==> config.mk <==
export PLATFORM = sky130hd
export DESIGN_NAME = mem_request_arbiter
export DESIGN_NICKNAME = d
export VERILOG_FILES = /design/src/rtl/mem_request_arbiter.sv
export SDC_FILE = /design/constraint.sdc
export NUM_CORES = 1
export LEC_CHECK = 0
export ABC_AREA = 1
export BUFFER_PORTS_ARGS = -buffer_cell sky130_fd_sc_hd__buf_2
export CAP_MARGIN = 20
export CORE_MARGIN = 3
export CORE_UTILIZATION = 40
export CTS_BUF_LIST = sky130_fd_sc_hd__clkbuf_2
export CTS_CLUSTER_SIZE = 16
export DETAILED_ROUTE_END_ITERATION = 7
export PLACE_DENSITY = 0.69
export SYNTH_ARGS = -nofsm -noshare
export SYNTH_HDL_FRONTEND = slang
export SYNTH_SLANG_ARGS = --single-unit
==> constraint.sdc <==
create_clock -name clk -period 2.96 [get_ports clk]
set_input_delay 0.148 -clock clk [delete_from_list [all_inputs] [get_ports clk]]
set_output_delay 0.148 -clock clk [all_outputs]
set_load 0.1 [all_outputs]
==> src/rtl/mem_request_arbiter.sv <==
// Multi-channel memory request arbiter: picks one CPU-side channel (fixed priority
// or round-robin), runs a single bus transaction and routes done/err/rdata back.
module mem_request_arbiter #(
  parameter int ADDR_W  = 32,
  parameter int DATA_W  = 32,
  parameter int NUM_CH  = 2,
  parameter int RR_EN   = 1,
  parameter int TIMEOUT = 255
) (
  input  logic                         clk,
  input  logic                         nrst,
  input  logic [NUM_CH-1:0]            ch_req,
  input  logic [NUM_CH-1:0]            ch_we,
  input  logic [NUM_CH*ADDR_W-1:0]     ch_addr,
  input  logic [NUM_CH*DATA_W-1:0]     ch_wdata,
  input  logic [NUM_CH*(DATA_W/8)-1:0] ch_be,
  output logic [NUM_CH-1:0]            ch_gnt,
  output logic [NUM_CH-1:0]            ch_done,
  output logic [NUM_CH-1:0]            ch_err,
  output logic [DATA_W-1:0]            ch_rdata,
  input  logic                         bus_busy,
  input  logic                         bus_ack,
  input  logic [DATA_W-1:0]            bus_rdata,
  output logic                         bus_req,
  output logic                         bus_we,
  output logic [ADDR_W-1:0]            bus_addr,
  output logic [DATA_W-1:0]            bus_wdata,
  output logic [(DATA_W/8)-1:0]        bus_be,
  output logic [2:0]                   state
);

  localparam int BE_W  = DATA_W / 8;
  localparam int CH_W  = (NUM_CH > 1) ? $clog2(NUM_CH) : 1;
  localparam int TMR_W = $clog2(TIMEOUT + 1) + 1;

  typedef enum logic [2:0] {
    S_IDLE = 3'd0,
    S_REQ  = 3'd1,
    S_WAIT = 3'd2,
    S_ACK  = 3'd3,
    S_DONE = 3'd4
  } state_t;

  state_t cur, nxt;

  logic [CH_W-1:0]   ptr;
  logic [CH_W-1:0]   sel;
  logic [CH_W-1:0]   win;
  logic [CH_W-1:0]   idx;
  logic              any_req;
  logic [TMR_W-1:0]  timer;
  logic              tmo;
  logic [DATA_W-1:0] rdata_cap;
  logic [ADDR_W-1:0] win_addr;
  logic [DATA_W-1:0] win_wdata;
  logic [BE_W-1:0]   win_be;
  logic              win_we;

  assign any_req = |ch_req;
  assign state   = cur;
  assign bus_req = (cur == S_ACK);
  assign tmo     = (TIMEOUT != 0) && (timer == TMR_W'(TIMEOUT - 1));

  // Descending scan so the candidate closest to the start point is written last and wins.
  always_comb begin
    win = '0;
    idx = '0;
    if (RR_EN != 0) begin
      for (int i = NUM_CH; i >= 1; i--) begin
        idx = CH_W'((int'(ptr) + i) % NUM_CH);
        if (ch_req[idx]) win = idx;
      end
    end else begin
      for (int i = NUM_CH - 1; i >= 0; i--) begin
        idx = CH_W'(i);
        if (ch_req[idx]) win = idx;
      end
    end
  end

  always_comb begin
    win_addr  = '0;
    win_wdata = '0;
    win_be    = '0;
    win_we    = 1'b0;
    for (int i = 0; i < NUM_CH; i++) begin
      if (CH_W'(i) == win) begin
        win_addr  = ch_addr[i*ADDR_W +: ADDR_W];
        win_wdata = ch_wdata[i*DATA_W +: DATA_W];
        win_be    = ch_be[i*BE_W +: BE_W];
        win_we    = ch_we[i];
      end
    end
  end

  always_ff @(posedge clk or negedge nrst) begin
    if (!nrst) cur <= S_IDLE;
    else       cur <= nxt;
  end

  always_comb begin
    nxt = cur;
    case (cur)
      S_IDLE: if (any_req) nxt = S_REQ;
      S_REQ:  nxt = bus_busy ? S_WAIT : S_ACK;
      S_WAIT: if (!bus_busy) nxt = S_REQ;
      S_ACK: begin
        if (bus_ack)  nxt = S_DONE;
        else if (tmo) nxt = S_IDLE;
      end
      S_DONE:  nxt = S_IDLE;
      default: nxt = S_IDLE;
    endcase
  end

  // Pulses are registered, so done/err appear in the cycle after leaving DONE/ACK.
  always_ff @(posedge clk or negedge nrst) begin
    if (!nrst) begin
      ptr       <= CH_W'(NUM_CH - 1);
      sel       <= '0;
      timer     <= '0;
      rdata_cap <= '0;
      ch_gnt    <= '0;
      ch_done   <= '0;
      ch_err    <= '0;
      ch_rdata  <= '0;
      bus_we    <= 1'b0;
      bus_addr  <= '0;
      bus_wdata <= '0;
      bus_be    <= '0;
    end else begin
      ch_gnt  <= '0;
      ch_done <= '0;
      ch_err  <= '0;
      if (cur != S_ACK) timer <= '0;
      else              timer <= timer + 1'b1;
      case (cur)
        S_IDLE: begin
          if (any_req) begin
            sel       <= win;
            bus_addr  <= win_addr;
            bus_we    <= win_we;
            bus_wdata <= win_we ? win_wdata : '0;
            bus_be    <= win_we ? win_be : '1;
            ch_gnt    <= NUM_CH'(1) << win;
          end
        end
        S_ACK: begin
          if (bus_ack) begin
            if (!bus_we) rdata_cap <= bus_rdata;
          end else if (tmo) begin
            ch_err <= NUM_CH'(1) << sel;
            ptr    <= sel;
          end
        end
        S_DONE: begin
          ch_done <= NUM_CH'(1) << sel;
          if (!bus_we) ch_rdata <= rdata_cap;
          ptr <= sel;
        end
        default: ;
      endcase
    end
  end

endmodule

* Word level (Yosys, flattened, before mapping)
Cells that the tools add are included.
Word-level totals: input bits 176, bits in latches 0, memory bits (read-only) 0, output and inout port bits 111, word-level logic and storage cells 68, memories kept 0, memory bits (writable) 0, bits in registers 153
Operators by class: reductions and logical operators 8, order comparisons 2, mux-type cells 28, bitwise operators 1, div/mod/pow operators 0, shift-type cells 2, eq/ne operators 11, add/subtract/negate cells 3, multiply operators 0
Operators with widths (count):
- 2-to-1 mux 32 bit | 3
- 2-to-1 mux 2 bit | 6
- 2-to-1 mux 3 bit | 4
- one-hot mux 3 bit (4 select lines) | 1
- 2-to-1 mux 1 bit | 10
- adder 9 x 1 -> 9 bit (second input constant) | 1
- == test 9 x 8 -> 1 bit (second input constant) | 1
- 2-to-1 mux 9 bit | 1
- AND reduction 3 bit | 3
- 2-to-1 mux 4 bit | 2
- == test 3 x 2 -> 1 bit (second input constant) | 2
- != test 2 bit (second input constant) | 3
- != test 3 x 2 -> 1 bit (second input constant) | 2
- less-than comparator 1 x 2 -> 1 bit (second input constant) | 2
- AND reduction 2 bit | 2
- << shifter 1 x 1 -> 2 bit (first input constant) | 2
- == test 3 x 1 -> 1 bit (second input constant) | 1
- == test 3 bit (second input constant) | 1
- zero test 3 bit | 1
- adder 1 bit (second input constant) | 2
- != test 2 x 1 -> 1 bit (second input constant) | 1
- one-hot mux 1 bit (2 select lines) | 1
- nonzero test 2 bit | 1
- OR reduction 2 bit | 1
- inverter 1 bit | 1

* Longest topological paths before layout
word-level depth 8, gate-level depth with buffers 9, depth with buffers taken out 9

* Least setup slack after synthesis
OpenSTA, ideal clock, no wires.
path type reg-to-reg, start point register cur[0] (netlist: state[0]), end point register rdata_cap[10], buffers on the path 1, arrival time 2168 ps, stages on the path, launching flop included 9, path slack 675 ps, setup time 117 ps, data required time 2843 ps, clock period less this slack 2285 ps, path through dfrtp_1 > nand3_2 > inv_4 > nand2_2 > inv_4 > nand2_4 > buf_6 > nand2_1 > nand2_1
On the way: longest elaborated chain between the ends 2
Ends and longest elaborated chain:
- start, declared | RTL line 44 | state_t cur, nxt;
- start signal, assigned | RTL line 98 | else cur <= nxt;
- == test 3 x 2 -> 1 bit
- via bus_req | RTL line 24 | output logic bus_req,
- AND reduction 3 bit (no line)
- end signal, assigned | RTL line 150 | if (!bus_we) rdata_cap <= bus_rdata;
- end, declared | RTL line 53 | logic [DATA_W-1:0] rdata_cap;
The timed path passes the listed nets, and every way through them passes these cells. A chain may end at the register's enable or synchronous reset.

* Worst setup path after layout
start point register ptr, end point register bus_wdata[13]
On the way: longest elaborated chain between the ends 7, elaborated cells between the ends (all ways) 11, classes of those cells 2 x add/sub; 9 x mux
Ends and longest elaborated chain:
- start, declared | RTL line 46 | logic [CH_W-1:0] ptr;
- start signal, assigned | RTL line 119 | ptr <= CH_W'(NUM_CH - 1);
- start signal, assigned | RTL line 153 | ptr <= sel;
- start signal, assigned | RTL line 159 | ptr <= sel;
- adder 1 bit | RTL line 70 | idx = CH_W'((int'(ptr) + i) % NUM_CH);
- 2-to-1 mux 1 bit (not written as such) (2 in series) | RTL line 71 | if (ch_req[idx]) win = idx;
- 2-to-1 mux 1 bit | RTL line 71
- 2-to-1 mux 1 bit * | RTL line 71
- 2-to-1 mux 32 bit / 2-to-1 mux 1 bit (equally long branches) | RTL line 87 | if (CH_W'(i) == win) begin
- 2-to-1 mux 32 bit * | RTL line 143 | bus_wdata <= win_we ? win_wdata : '0;
- end signal, assigned | RTL line 143
- end, declared | RTL line 27 | output logic [DATA_W-1:0] bus_wdata,
Every way passes the cells marked *; elsewhere a longest branch is shown, timed or not. The select of a mux whose other input is x is not followed.

==> impl_metrics.ini <==
[yosys]
syn_nets = 1009
syn_area_um2 = 6771
yosys.area.top_type_share = 0.5617
ys_warn_count = 0
synth_cell_types = 28
synth.largest_area_cell = dfrtp_1
ys_ff_latch = 153
synthCells = 831
synth_area_leaders = dfrtp_1 56%, nand2_1 22%, nand3_1 6.5%
ys_seq_area_frac = 0.5656
synth_area_per_cell_um2 = 8.149

[placed_design]
io_buffers = 286
gp_congestion = 0.7873
hpwlAfterDp_um = 14750

[routing]
wirelength_um = 25360
drt_iter0_markers = 513
vias = 7800
routed.top_layer = met5
wl_met3_um = 2104
vias_per_cell = 5.026
wl_met1_um = 9558
ant_nets = 0
remaining_drc_errors = 0
dr.pass1.iters = 5
wire_per_inst_um = 16.34
wl_met2_um = 12260

[power_and_ir_drop]
leakage_uw = 0.005859
ir_drop_v = 0.0009722
pwr-share-clk = 0.081
swShare = 0.6236
p_int_uw = 5074
power_frac_comb = 0.659
power_density_nw_per_um2 = 1254
p_sw_uw = 8405
seqPwrFrac = 0.260

[clock_network]
clk_path_buf_depth = 2
insertion_delay_ns = 0.73
cts_root_buf = clkbuf_2
cts_tree = done
htree_levels = 4
cts_resized = 0
path_clk_slew_ns = 0.22
cts_buffers = 17
clock_sinks = 153

[timing]
setup_viol = 0
slew_headroom = 0.4562
holdWs_ns = 0.1774
worst_pin_slew_ns = 0.8157
rsz0062_at_grt = false
clock_skew_ns = 0.04231
finalCritPeriodShare = 0.8559
hold_viol_final = 0
post-route-min-period_ns = 2.534
slew_viol_final = 0
finalSetupTns_ns = 0
max_freq_mhz = 394.7

[worst_setup_path]
crit_buf_inv = 2
arrival_ns = 3.20
path_class = flip-flop to flip-flop
critPathMaxStageDelay_ns = 0.59
required_ns = 3.62
endpoint_kind = flip-flop
slowest_stage = dlygate4sd3_1
worstPathMaxFanout = 45
worstSetupStartpointType = flip-flop
cp_top_family = buffers and inverters
crit_top_cell = nand2_1
path_cells = nand2_1 > nand2_2 > buf_4 > nand2_1 > nand2_1 > dlygate4sd3_1 > nand3_1 > nand2_1

[global_routing]
grt_pass1_vias = 8025
grt_pass1_wl_um = 39610
grt_max_degree = 74
grt-ovfl-total = 0
antenna_found_initial = 3
grt_use_total = 0.2712

[finish]
layout_commonest_cell = nand2_1
n_fill_cell = 1253
final_nets = 1497
drive_gt1_frac = 0.2613
layout_common_cells = 392 x nand2_1, 285 x buf_2, 217 x dlygate4sd3_1
area_growth_syn_to_layout_pct = 58.76

[floorplan]
row_count = 46
start_util = 0.4172
ioPinCount = 287
die_height_um = 136.1
die_w_um = 136.1
design.core.area_um2 = 16230
dieArea_um2 = 18530

[run_status]
status = complete, no violations

[job]
cap_violations = 0

[min_path]
min-delay-path-class = primary input to flip-flop
-- tightest hold or removal path, delay by kind of cell --
kind	cells	cell delay, ns
buffers and inverters	2	0.62
and+or+nand+nor	2	0.11
-- kinds of logic after synthesis --
family / count (synthesis) / synth area share
simple gates: 529 / 0.3195
buf+inv: 67 / 0.05081
xor+xnor: 1 / 0.001294
flops: 153 / 0.5656
fa+ha+maj: 2 / 0.003695
compound gates: 79 / 0.05913
-- cell usage after synthesis, drive strengths merged --
cell / instances
ha: 2
clkbuf: 15
nand2: 396
nand3: 91
nor3: 7
o21ai: 72
nand4: 1
buf: 33
nor2: 34
dfstp: 1
dfrtp: 152
o211ai: 1
o21bai: 1
clkinv: 1
xor2: 1
inv: 18
a21oi: 5
-- metrics by stage --
stage	cell area (µm²)	power (µW)	util	worst slack, ns	cells
finish	10750	13480	0.6624	0.4265	1552
global route	10750	14130	0.6620	0.3103	1550
CTS	10740	13370	0.6617	0.5326	1548
detailed placement	8327	11550	0.5130	1.083	1298
global placement	8327	11470	0.5130	1.129	1298
floorplan	6771	10070	-	0.6749	831
-- metal layers --
metal | track usage | vias up
li1 | - | 3627
met3 | 0.07587 | 107
met4 | 0.1601 | 2
met2 | 0.4582 | 393
met5 | 0 | -
met1 | 0.3058 | 3671
-- worst paths after layout --
kind,start,endpoint,slack [ns],depth (start not counted)
setup / recovery,ptr$_DFFE_PN1P_,bus_wdata[13]$_DFFE_PN0P_,0.43,8
hold / removal,ch_addr[36],bus_addr[4]$_DFFE_PN0P_,0.18,4
setup reg to reg,ptr$_DFFE_PN1P_,bus_wdata[13]$_DFFE_PN0P_,0.43,8
hold reg to reg,ptr$_DFFE_PN1P_,ptr$_DFFE_PN1P_,0.49,2
max in group asynchronous,nrst,bus_we$_DFFE_PN0P_,2.04,4
min in group asynchronous,nrst,ptr$_DFFE_PN1P_,0.52,3
-- flip-flops by register name, indices dropped and copies added (netlist names) --
| signal | cells |
|---|---|
| rdata_cap | 32 |
| ch_done | 2 |
| ptr | 1 |
| ch_rdata | 32 |
| bus_wdata | 32 |
| sel | 1 |
| bus_we | 1 |
| timer | 9 |
| bus_addr | 32 |
| ch_gnt | 2 |
| ch_err | 2 |
| bus_be | 4 |
| state | 3 |
-- layout make-up --
class                   instances  area, µm²  area share
repair buffers                517       3747      0.3486
inverters                      19      76.32    0.007100
multi-input cells             611       2603      0.2421
diodes                          4      10.01   0.0009311
clock inverters                14      123.9     0.01152
well taps                     216      270.3     0.02514
clock buffers                  18      90.09    0.008380
flip-flops and latches        153       3830      0.3563
-- power groups by stage --
stage                     clock network (µW)  logic, µW  registers, µW
after global routing                    1220       9320           3590
after global placement                     0       7960           3510
after floorplan                            0       1640           8430
after CTS                               1130       8770           3470
after detailed placement                   0       8040           3510
final                                   1100       8880           3500
-- what timing repair did --
item / 4_1_cts / 5_1_grt
hold endpoints to repair: 259 / 0
setup endpoints to repair: 0 / 0
setup buffers: 0 / 0
hold buffers: 218 / 0
No activity file was read; power rests on OpenSTA's default activity.
